### config.mk
export PLATFORM = sky130hd
export DESIGN_NAME = mc_controller
export DESIGN_NICKNAME = d
export VERILOG_FILES = /design/src/rtl/mc_pkg.sv /design/src/rtl/mc_aludec.sv /design/src/rtl/mc_controller.sv
export SDC_FILE = /design/constraint.sdc
export NUM_CORES = 1
export LEC_CHECK = 0
export BUFFER_PORTS_ARGS = -buffer_cell sky130_fd_sc_hd__buf_2
export CAP_MARGIN = 20
export CORE_MARGIN = 2
export CORE_UTILIZATION = 53
export CTS_BUF_LIST = sky130_fd_sc_hd__clkbuf_4
export CTS_CLUSTER_SIZE = 12
export DETAILED_ROUTE_END_ITERATION = 12
export PLACE_DENSITY_LB_ADDON = 0.08
export SETUP_SLACK_MARGIN = 0.5
export SLEW_MARGIN = 20
export SYNTH_ARGS = -nofsm -noshare
export SYNTH_HDL_FRONTEND = slang
export SYNTH_SLANG_ARGS = --single-unit
export TNS_END_PERCENT = 100
### constraint.sdc
create_clock -name clk -period 2.2 [get_ports clk]
set_input_delay 0.44 -clock clk [delete_from_list [all_inputs] [get_ports clk]]
set_output_delay 0.44 -clock clk [all_outputs]
set_load 0.005 [all_outputs]
### src/rtl/mc_pkg.sv
// mc_pkg: shared constants and types for the multicycle MIPS control unit.
// Holds the FSM state encoding, opcode/funct constants, ALU operation codes,
// datapath select encodings and the per-state control word decode.
package mc_pkg;

  // FSM states, 4-bit encoding; codes 13..15 are unused.
  typedef enum logic [3:0] {
    FETCH   = 4'd0,
    DECODE  = 4'd1,
    MEMADR  = 4'd2,
    MEMRD   = 4'd3,
    MEMWB   = 4'd4,
    MEMWR   = 4'd5,
    EXEC    = 4'd6,
    ALUWB   = 4'd7,
    BRANCH  = 4'd8,
    ADDIEX  = 4'd9,
    ADDIWB  = 4'd10,
    JUMP    = 4'd11,
    ILLEGAL = 4'd12
  } state_t;

  // Opcodes (instr[31:26])
  localparam logic [5:0] OP_RTYPE = 6'b000000;
  localparam logic [5:0] OP_LW    = 6'b100011;
  localparam logic [5:0] OP_SW    = 6'b101011;
  localparam logic [5:0] OP_BEQ   = 6'b000100;
  localparam logic [5:0] OP_ADDI  = 6'b001000;
  localparam logic [5:0] OP_J     = 6'b000010;

  // R-type funct codes (instr[5:0])
  localparam logic [5:0] F_ADD = 6'b100000;
  localparam logic [5:0] F_SUB = 6'b100010;
  localparam logic [5:0] F_AND = 6'b100100;
  localparam logic [5:0] F_OR  = 6'b100101;
  localparam logic [5:0] F_SLT = 6'b101010;

  // aluop: request from the FSM to the ALU decoder
  localparam logic [1:0] ALUOP_ADD   = 2'b00;
  localparam logic [1:0] ALUOP_SUB   = 2'b01;
  localparam logic [1:0] ALUOP_FUNCT = 2'b10;

  // alucontrol codes driven to the ALU
  localparam logic [2:0] ALUC_AND = 3'b000;
  localparam logic [2:0] ALUC_OR  = 3'b001;
  localparam logic [2:0] ALUC_ADD = 3'b010;
  localparam logic [2:0] ALUC_SUB = 3'b110;
  localparam logic [2:0] ALUC_SLT = 3'b111;

  // ALU B operand selects
  localparam logic [1:0] SRCB_REG   = 2'b00;
  localparam logic [1:0] SRCB_FOUR  = 2'b01;
  localparam logic [1:0] SRCB_IMM   = 2'b10;
  localparam logic [1:0] SRCB_IMMSH = 2'b11;

  // Next-PC selects
  localparam logic [1:0] PCSRC_ALU    = 2'b00;
  localparam logic [1:0] PCSRC_ALUOUT = 2'b01;
  localparam logic [1:0] PCSRC_JUMP   = 2'b10;

  // Moore control word produced for each state
  typedef struct packed {
    logic       iord;
    logic       memwrite;
    logic       irwrite;
    logic       regdst;
    logic       memtoreg;
    logic       regwrite;
    logic       alusrca;
    logic [1:0] alusrcb;
    logic [1:0] pcsrc;
    logic [1:0] aluop;
    logic       pcwrite;
    logic       branch;
    logic       retire;
  } ctrl_t;

  // Control word for a given state; every field not set stays 0.
  function automatic ctrl_t state_ctrl(input state_t s);
    ctrl_t c;
    c = '0;
    case (s)
      FETCH: begin
        c.alusrcb = SRCB_FOUR;
        c.irwrite = 1'b1;
        c.pcwrite = 1'b1;
      end
      DECODE: begin
        c.alusrcb = SRCB_IMMSH;
      end
      MEMADR: begin
        c.alusrca = 1'b1;
        c.alusrcb = SRCB_IMM;
      end
      MEMRD: begin
        c.iord = 1'b1;
      end
      MEMWB: begin
        c.memtoreg = 1'b1;
        c.regwrite = 1'b1;
        c.retire   = 1'b1;
      end
      MEMWR: begin
        c.iord     = 1'b1;
        c.memwrite = 1'b1;
        c.retire   = 1'b1;
      end
      EXEC: begin
        c.alusrca = 1'b1;
        c.aluop   = ALUOP_FUNCT;
      end
      ALUWB: begin
        c.regdst   = 1'b1;
        c.regwrite = 1'b1;
        c.retire   = 1'b1;
      end
      BRANCH: begin
        c.alusrca = 1'b1;
        c.aluop   = ALUOP_SUB;
        c.pcsrc   = PCSRC_ALUOUT;
        c.branch  = 1'b1;
        c.retire  = 1'b1;
      end
      ADDIEX: begin
        c.alusrca = 1'b1;
        c.alusrcb = SRCB_IMM;
      end
      ADDIWB: begin
        c.regwrite = 1'b1;
        c.retire   = 1'b1;
      end
      JUMP: begin
        c.pcsrc   = PCSRC_JUMP;
        c.pcwrite = 1'b1;
        c.retire  = 1'b1;
      end
      ILLEGAL: begin
        c = '0;
      end
      default: begin
        c = '0;
      end
    endcase
    return c;
  endfunction

endpackage

### src/rtl/mc_aludec.sv
// mc_aludec: combinational ALU decoder.
// Ports:
//   aluop      in  2  operation class requested by the FSM
//   funct      in  6  R-type funct field
//   alucontrol out 3  ALU operation code (add for anything unknown)
//   valid      out 1  1 when aluop/funct maps to a supported operation
module mc_aludec
  import mc_pkg::*;
(
  input  logic [1:0] aluop,
  input  logic [5:0] funct,
  output logic [2:0] alucontrol,
  output logic       valid
);

  // Map aluop/funct to an ALU operation; unknown codes fall back to add.
  always_comb begin
    alucontrol = ALUC_ADD;
    valid      = 1'b0;
    case (aluop)
      ALUOP_ADD: begin
        alucontrol = ALUC_ADD;
        valid      = 1'b1;
      end
      ALUOP_SUB: begin
        alucontrol = ALUC_SUB;
        valid      = 1'b1;
      end
      ALUOP_FUNCT: begin
        case (funct)
          F_ADD: begin alucontrol = ALUC_ADD; valid = 1'b1; end
          F_SUB: begin alucontrol = ALUC_SUB; valid = 1'b1; end
          F_AND: begin alucontrol = ALUC_AND; valid = 1'b1; end
          F_OR:  begin alucontrol = ALUC_OR;  valid = 1'b1; end
          F_SLT: begin alucontrol = ALUC_SLT; valid = 1'b1; end
          default: begin
            alucontrol = ALUC_ADD;
            valid      = 1'b0;
          end
        endcase
      end
      default: begin
        alucontrol = ALUC_ADD;
        valid      = 1'b0;
      end
    endcase
  end

endmodule

### src/rtl/mc_controller.sv
// mc_controller: multicycle control unit for the MIPS core.
// A Moore FSM sequences the shared datapath through fetch/decode/execute/
// memory/writeback; each instruction takes 3-5 cycles.
// Ports:
//   clk, reset (async, active-high)
//   op, funct      instruction fields from the IR
//   zero           ALU zero flag (only affects pcen in BRANCH)
//   pcen, iord, memwrite, irwrite, regdst, memtoreg, regwrite,
//   alusrca, alusrcb, pcsrc, alucontrol   datapath controls
//   retire         pulse in the last cycle of each instruction
//   err            sticky illegal-instruction flag
module mc_controller
  import mc_pkg::*;
(
  input  logic       clk,
  input  logic       reset,
  input  logic [5:0] op,
  input  logic [5:0] funct,
  input  logic       zero,
  output logic       pcen,
  output logic       iord,
  output logic       memwrite,
  output logic       irwrite,
  output logic       regdst,
  output logic       memtoreg,
  output logic       regwrite,
  output logic       alusrca,
  output logic [1:0] alusrcb,
  output logic [1:0] pcsrc,
  output logic [2:0] alucontrol,
  output logic       retire,
  output logic       err
);

  state_t     state_r;
  state_t     next_s;
  ctrl_t      ctrl_r;
  logic       err_r;
  logic [2:0] aluc_s;
  logic       aluvalid_s;

  mc_aludec u_aludec (
    .aluop      (ctrl_r.aluop),
    .funct      (funct),
    .alucontrol (aluc_s),
    .valid      (aluvalid_s)
  );

  // Next-state logic; op is only consulted in DECODE/MEMADR and the decoder
  // valid flag only in EXEC, where the IR is guaranteed stable.
  always_comb begin
    next_s = state_r;
    case (state_r)
      FETCH:  next_s = DECODE;
      DECODE: begin
        case (op)
          OP_LW:    next_s = MEMADR;
          OP_SW:    next_s = MEMADR;
          OP_RTYPE: next_s = EXEC;
          OP_BEQ:   next_s = BRANCH;
          OP_ADDI:  next_s = ADDIEX;
          OP_J:     next_s = JUMP;
          default:  next_s = ILLEGAL;
        endcase
      end
      MEMADR: begin
        if (op == OP_LW) begin
          next_s = MEMRD;
        end else begin
          next_s = MEMWR;
        end
      end
      MEMRD:  next_s = MEMWB;
      MEMWB:  next_s = FETCH;
      MEMWR:  next_s = FETCH;
      EXEC: begin
        if (aluvalid_s) begin
          next_s = ALUWB;
        end else begin
          next_s = ILLEGAL;
        end
      end
      ALUWB:   next_s = FETCH;
      BRANCH:  next_s = FETCH;
      ADDIEX:  next_s = ADDIWB;
      ADDIWB:  next_s = FETCH;
      JUMP:    next_s = FETCH;
      ILLEGAL: next_s = ILLEGAL;
      // Unused encodings mean a corrupted state register: flag it.
      default: next_s = ILLEGAL;
    endcase
  end

  // State register, registered control word for the next state, sticky err.
  // The control word is registered alongside the state so outputs remain a
  // pure function of the state register, free of next-state glitches.
  always_ff @(posedge clk or posedge reset) begin
    if (reset) begin
      state_r <= FETCH;
      ctrl_r  <= state_ctrl(FETCH);
      err_r   <= 1'b0;
    end else begin
      state_r <= next_s;
      ctrl_r  <= state_ctrl(next_s);
      if (next_s == ILLEGAL) begin
        err_r <= 1'b1;
      end else begin
        err_r <= err_r;
      end
    end
  end

  // Write enables are masked by reset so nothing is written while it is held,
  // even though the control register already carries the FETCH values.
  assign pcen       = (ctrl_r.pcwrite | (ctrl_r.branch & zero)) & ~reset;
  assign irwrite    = ctrl_r.irwrite  & ~reset;
  assign memwrite   = ctrl_r.memwrite & ~reset;
  assign regwrite   = ctrl_r.regwrite & ~reset;
  assign retire     = ctrl_r.retire   & ~reset;
  assign iord       = ctrl_r.iord;
  assign regdst     = ctrl_r.regdst;
  assign memtoreg   = ctrl_r.memtoreg;
  assign alusrca    = ctrl_r.alusrca;
  assign alusrcb    = ctrl_r.alusrcb;
  assign pcsrc      = ctrl_r.pcsrc;
  assign alucontrol = aluc_s;
  assign err        = err_r;

endmodule

==> metrics, run 1 <==
Core Region=0.001962 mm²; fin cells=187; post-route clock period utilization=0.8880; Mapped Nets=136; Chip Height=49.81 µm; Synth Register Bits=19; initial antenna violation count=0; Final ANT Viol Nets=0; Area Overhead vs Synth=36.56%; clock latency on the worst-skew pair=0.30 ns; Slew headroom=0.5536; final slew viol count=0; number of distinct library cells after synthesis=43; drt pass-1 iters=4; Arrival @ worst endpoint=2.14 ns; critical path, cell by cell=inv_2 > ha_4 > and3b_4 > a311oi_4 > nor3_4 > a211oi_4 > inv_2 > nor2_4 > o22ai_1; placed cell count=171; cell taking the most area after synthesis=dfrtp_1; CP max stage cell=dfrtp_1; DRC Markers=0; Synth warnings=0; number of buffers added on ports=31; Switching Share=0.4148; Leak=0.7240 nW; routed length per placed instance=14.49 µm; Top delay family on crit path=compound AO/OA/AOI/OAI gates; post-synthesis instance total=117; H-Tree Depth=1; Initial DRC Count=28; sequential element share of the synthesized area=0.4308; die span in x=49.81 µm; Hold Path Class=input port to asynchronous set/reset pin; worst path required time=2.39 ns; RSZ-0062 raised after global routing=yes; combinational share of power=0.597; internal power=1.081 mW; Worst-Margin Slew=0.6689 ns; Initial Util=0.5670; FMAX=0.5119 GHz; Async SR Flop Fraction=1.000; Pwr Total=1.848 mW; Clock Root Buffer=clkbuf_4; critical path class=flip-flop to flip-flop; max incr delay on CP=0.39 ns; vias in the first global route=899; post-synth top area share=0.3600; Vias=1003; vias per std cell=5.364; clk sinks=19; Hold Fails Final Rpt=0; Worst Clk Skew=0.004193 ns; detailed placement HPWL=1733 µm; largest net degree at the start of global routing=20; final net count=180; CTS tree=built; crit path launch type=flip-flop; clock-pin slew on the worst setup and hold paths=0.11 ns; Synth Flop Type=dfrtp_1; CP bufs+invs=2; Sequential Power Share=0.309; critical path peak fanout=4; Final Wtd Congestion=0.7990; global-route wire length before repair=4057 µm; layout cell share with drive strength beyond 1=0.5000; Max VDD drop=0.0008777 V; Clk pwr share=0.094; Die Footprint=0.002481 mm²; cell mode on critical path=inv_2; setup TNS=0 ns; number of flops mapped to enable cells by yosys=0; grt ovf=0; status=finished, final reports clean; largest cells by area after synthesis=dfrtp_1 36%, dfstp_2 7.1%, ha_1 4.5%, nor2b_1 3.9%, buf_4 3.4%; GRT Total Usage=0.2174; I/O pin cnt=32; synthesized area=0.001112 mm²; total length of routed wires=2710 µm; number of antenna diodes=0; endpoint type of the worst setup path=flip-flop; max-cap viol count=0; P_sw=766.3 µW; pwr/cell area=1216 mW/mm²; Final Critical Period=1.954 ns; Syn Area/Cell=9.507 µm²; CTS buffer count=3; CTS Buffer Depth=2; row count=16; Final setup viols=0
power by group through the flow:
stage | registers, mW | clock network, mW | logic, mW
global route | 0.586 | 0.192 | 1.20
CTS | 0.563 | 0.174 | 0.755
floorplan | 0.536 | 0 | 0.538
finish | 0.571 | 0.174 | 1.10
global placement | 0.566 | 0 | 0.667
detailed placement | 0.571 | 0 | 0.680
layout make-up:
cell class	instances	area [µm²]
Clock buffer	3	22.52
Clock inverter	1	5.005
Fill cell	153	442.9
Inverter	7	26.28
Multi-Input combinational cell	86	690.7
Sequential cell	19	480.5
Tap cell	27	33.78
Timing Repair Buffer	44	260.3
sequential cells by signal (all words and copies together), names as in the netlist:
signal	flops
iord	1
alusrca	1
regdst	1
alusrcb	2
pcsrc	1
ctrl_r	7
memtoreg	1
state_r	4
err	1
what timing repair did:
| item | CTS | global route |
|---|---|---|
| hold buffers | 0 | 0 |
| pin swaps | 5 | 9 |
| buffers inserted | 4 | 8 |
| setup endpoints to repair | 16 | 15 |
| gates resized for setup | 4 | 21 |
layer usage:
layer / track usage / wire length, µm / vias to the layer above
met5: 0 / 0 / -
met4: 0.05556 / 46 / 0
met3: 0.04545 / 113 / 6
met2: 0.3800 / 1449 / 35
met1: 0.2731 / 1100 / 471
li1: - / - / 491
cell families after synthesis:
family	Yosys count	share of synthesized area
AO/OA/AOI/OAI	23	0.1564
XOR/XNOR	1	0.007875
adder cells (fa/ha/maj)	4	0.04500
buffers and inverters	12	0.05737
flip-flops	19	0.4308
multiplexers	1	0.008999
AND/OR/NAND/NOR	57	0.2936
cell usage after synthesis, drive strengths merged, types with 2 or more instances:
master  instances
nand2b          3
nand3           4
ha              4
nand3b          2
a21oi           3
dfstp           3
nor2           10
nor3b           3
buf             5
nor3            7
a21boi          2
nor2b           8
and3b           2
inv             7
nand2           9
and2            5
and3            2
o21ai           6
dfrtp          16
cells in the final DEF, fill, tap and decap left out, types with 2 or more instances in the layout:
| cell type | netlist | layout |
|---|---|---|
| a21oi_2 | 1 | 2 |
| and2_1 | 2 | 2 |
| and2_2 | 2 | 2 |
| and3_1 | 2 | 2 |
| buf_2 | 0 | 31 |
| buf_4 | 5 | 11 |
| buf_6 | 0 | 2 |
| clkbuf_4 | 0 | 3 |
| dfrtp_1 | 16 | 15 |
| dfstp_2 | 3 | 3 |
| ha_4 | 0 | 2 |
| inv_1 | 6 | 5 |
| inv_2 | 1 | 2 |
| nand2_1 | 9 | 7 |
| nand2_2 | 0 | 2 |
| nand2b_1 | 3 | 3 |
| nand3_1 | 4 | 2 |
| nand3b_1 | 2 | 2 |
| nor2_1 | 9 | 6 |
| nor2_2 | 1 | 2 |
| nor2_4 | 0 | 2 |
| nor2b_1 | 7 | 7 |
| nor3_1 | 6 | 4 |
| nor3_4 | 0 | 2 |
| nor3b_1 | 3 | 3 |
| o21ai_0 | 6 | 5 |
path summary, 6_finish.rpt:
path                                     start                   end  slack (ns)  depth (start not counted)
setup reg to reg           ctrl_r[3]$_DFF_PP0_   ctrl_r[0]$_DFF_PP0_        0.25                          9
setup / recovery           ctrl_r[3]$_DFF_PP0_   ctrl_r[0]$_DFF_PP0_        0.25                          9
hold / removal                           reset  ctrl_r[10]$_DFF_PP0_        0.26                          2
max in group asynchronous                reset   ctrl_r[4]$_DFF_PP0_        1.47                          2
min in group clk               err$_DFFE_PP0N_       err$_DFFE_PP0N_        0.47                          1
hold reg to reg                err$_DFFE_PP0N_       err$_DFFE_PP0N_        0.47                          1
stage by stage:
| step | cell area, µm² | utilization | setup slack [ns] | hold slack (ns) |
|---|---|---|---|---|
| global route | 1519 | 0.7742 | 0.1402 | 0.3471 |
| CTS | 1369 | 0.6977 | 0.2413 | 0.2865 |
| finish | 1519 | 0.7742 | 0.2464 | 0.2624 |
| global placement | 1286 | 0.6556 | 0.2356 | 0.4383 |
| floorplan | 1127 | - | 0.3518 | 0.3889 |
| detailed placement | 1286 | 0.6556 | 0.1323 | 0.4448 |
worst reg2reg max path, delay by kind of cell, from the launching register on:
| family | cells | cell delay, ns |
|---|---|---|
| AOI/OAI and AO/OA | 3 | 0.67 |
| and+or+nand+nor | 3 | 0.42 |
| DFF | 1 | 0.39 |
| buffers and inverters | 2 | 0.21 |
| adders and majority gates | 1 | 0.16 |
Power figures use the tool's default switching activity.
==> inputs of run 2 (changes only) <==
- CORE_MARGIN: 2 -> unset
- CORE_UTILIZATION: 53 -> 48
- HOLD_SLACK_MARGIN: unset -> 0.1
- clock period: 2.2 -> 1.6 ns (I/O delays scaled with it)
==> run 2 against run 1 <==
The run now ends with setup timing left; core utilization increased by 1.7 points; register-to-register slack got worse by 0.59 ns; maximum frequency increased by 0.35%; hold slack improved by 0.21 ns; cell area increased by 14%; sequential power increased by 37%; combinational power increased by 63%; final cell count increased by 13%; flip-flop and latch count unchanged; first-iteration DRC count decreased by 71%; setup slack got worse by 0.59 ns; critical path type unchanged; largest cell class unchanged.
==> metrics, run 2 (synthesized netlist as in run 1, its figures left out) <==
status=finished with violations; violated checks=setup timing; Worst-Margin Slew=0.4874 ns (-0.1815 ns); CTS Buffer Depth=2 (unchanged); FMAX=0.5137 GHz (+0.35%); post-route met1 wirelength=1130 µm (+2.7%); Initial DRC Count=8 (-71%); layout cell share with drive strength beyond 1=0.5707 (+0.07065); clk sinks=19 (unchanged); Arrival @ worst endpoint=2.12 ns (-0.02 ns); Hold Path Class=flip-flop to flip-flop; RSZ-0062 raised after global routing=yes; Initial Util=0.5077 (-0.05925); DR WL met2=1390 µm (-4.1%); internal power=1.726 mW (+60%); drt pass-1 iters=3 (-1); Chip Height=50.14 µm (+0.66%); combinational share of power=0.640 (+0.043); setup TNS=-3.831 ns (-3.831 ns); Worst Clk Skew=0.006050 ns (+0.001857 ns); critical path peak fanout=4 (unchanged); Switching Share=0.3830 (-0.03174); worst hold stages=1; highest metal used=met4; setup ws final=-0.3468 ns (-0.5932 ns); initial antenna violation count=0 (unchanged); CTS buffer count=3 (unchanged); Max VDD drop=0.001544 V (+76%); Final setup viols=15 (+15); P_sw=1.072 mW (+40%); final net count=204 (+13%); final slew viol count=0 (unchanged); number of antenna diodes=0 (unchanged); max FFs per register=7 (unchanged); vias in the first global route=1045 (+16%); number of buffers added on ports=31 (unchanged); Vias=1086 (+8.3%); endpoint type of the worst setup path=flip-flop; Final ANT Viol Nets=0 (unchanged); row count=17 (+1); pwr/cell area=1615 mW/mm² (+33%); die span in x=50.14 µm (+0.66%); Hold Fails Final Rpt=0 (unchanged); Final Wtd Congestion=0.8380 (+4.9%); clock-pin slew on the worst setup and hold paths=0.10 ns (about the same); Leak=0.8506 nW (+17%); CTS tree=built; Clock Root Buffer=clkbuf_4; dpl ws=-0.3261 ns (-0.4584 ns); routed length per placed instance=12.41 µm (-14%); Area Overhead vs Synth=55.79%; Pwr Total=2.798 mW (+51%); clock latency on the worst-skew pair=0.29 ns (about the same); vias per std cell=5.123 (-4.5%); CP bufs+invs=2 (unchanged); Worst R2R Path Depth=9 (unchanged); GRT Total Usage=0.2264 (+0.008967); Sequential Power Share=0.279 (-0.030); total length of routed wires=2631 µm (-2.9%); critical path depth=9 (unchanged); Largest Register=ctrl_r; CP max stage cell=dfrtp_1; post-route clock period utilization=1.217 (+0.3287); DRC Markers=0 (unchanged); commonest non-fill, non-tap cell in the layout=buf_4; critical path class=flip-flop to flip-flop; I/O pin cnt=32 (unchanged); Slew headroom=0.6744 (+0.1208); global-route wire length before repair=4353 µm (+7.3%); critical path, cell by cell=inv_2 > ha_4 > and3b_4 > a311oi_4 > nor3_4 > a211oi_4 > inv_2 > nor2_4 > o22ai_1; max incr delay on CP=0.39 ns (about the same); cell mode on critical path=inv_2; max-cap viol count=0 (unchanged); Top delay family on crit path=compound AO/OA/AOI/OAI gates; grt ovf=0 (unchanged); Clk pwr share=0.081 (-0.013); detailed placement HPWL=1964 µm (+13%); Core Region=0.002191 mm² (+12%); metal3 WL=91 µm (-19%); H-Tree Depth=1 (unchanged); Fillers=158 (+3.3%); crit path launch type=flip-flop; most frequent cells in the layout=31 x buf_4, 30 x buf_2, 14 x dfrtp_1; largest net degree at the start of global routing=20 (unchanged); Die Footprint=0.002514 mm² (+1.3%); worst path required time=1.77 ns (-0.62 ns); Final Critical Period=1.947 ns (-0.006819 ns)
run 2: cell count changes in the layout (fill, tap and decap cells not counted), sizes merged:
cell,change
buf,+23
dlygate4sd3,+1
run 2: per-layer routing:
layer / up-vias / track usage
met4: 0 / 0.04762
li1: 545 / -
met5: - / 0
met3: 2 / 0.05152
met1: 517 / 0.2713
met2: 22 / 0.4089
run 2: power groups by stage:
stage | logic (mW) | clock network (mW) | registers, mW
after floorplan | 0.753 | 0 | 0.738
after global placement | 1.29 | 0 | 0.746
after detailed placement | 1.33 | 0 | 0.748
final | 1.79 | 0.228 | 0.780
after global routing | 1.93 | 0.256 | 0.796
after CTS | 1.48 | 0.239 | 0.747
run 2: worst reg2reg max path: stages (launching register included):
cell and delay, ns:
dfrtp_1 0.39, inv_2 0.07, ha_4 0.15, and3b_4 0.18
a311oi_4 0.28, nor3_4 0.10, a211oi_4 0.30, inv_2 0.13
nor2_4 0.14, o22ai_1 0.09
run 2: cell type report:
type,instances,area (µm²),area share
sequential,19,481.7,0.2780
multi-input combinational,86,701.9,0.4051
clock inverter,1,5.005,0.002888
timing repair buffer,68,460.4,0.2657
inverter,7,26.28,0.01516
tap,28,35.03,0.02022
clock buffer,3,22.52,0.01300
run 2: repair_timing:
item                                   4_1_cts  5_1_grt
resized for setup                           17       17
setup buffers                                3        4
endpoints found under the hold margin       16        0
hold buffers                                 1        0
pin swaps                                    5        3
cloned                                       0        0
setup endpoints to repair                   30       34
run 2: path summary, 6_finish.rpt:
kind / from / to / slack, ns
max reg2reg: ctrl_r[3]$_DFF_PP0_ / ctrl_r[0]$_DFF_PP0_ / -0.35
max: ctrl_r[3]$_DFF_PP0_ / ctrl_r[0]$_DFF_PP0_ / -0.35
min reg2reg: err$_DFFE_PP0N_ / err$_DFFE_PP0N_ / 0.47
min in group asynchronous: reset / pcsrc[1]$_DFF_PP0_ / 0.63
min: err$_DFFE_PP0N_ / err$_DFFE_PP0N_ / 0.47
max in group asynchronous: reset / ctrl_r[2]$_DFF_PP1_ / 0.71
run 2: metrics by stage:
step                      instance area [µm²]  hold slack [ns]  std cells  utilization
final                                    1733           0.4715        212       0.7910
after global routing                     1733           0.4963        212       0.7910
after CTS                                1629           0.4791        208       0.7436
after detailed placement                 1503           0.3972        200       0.6859
after global placement                   1503           0.3868        200       0.6859
after floorplan                          1132           0.2689        117            -
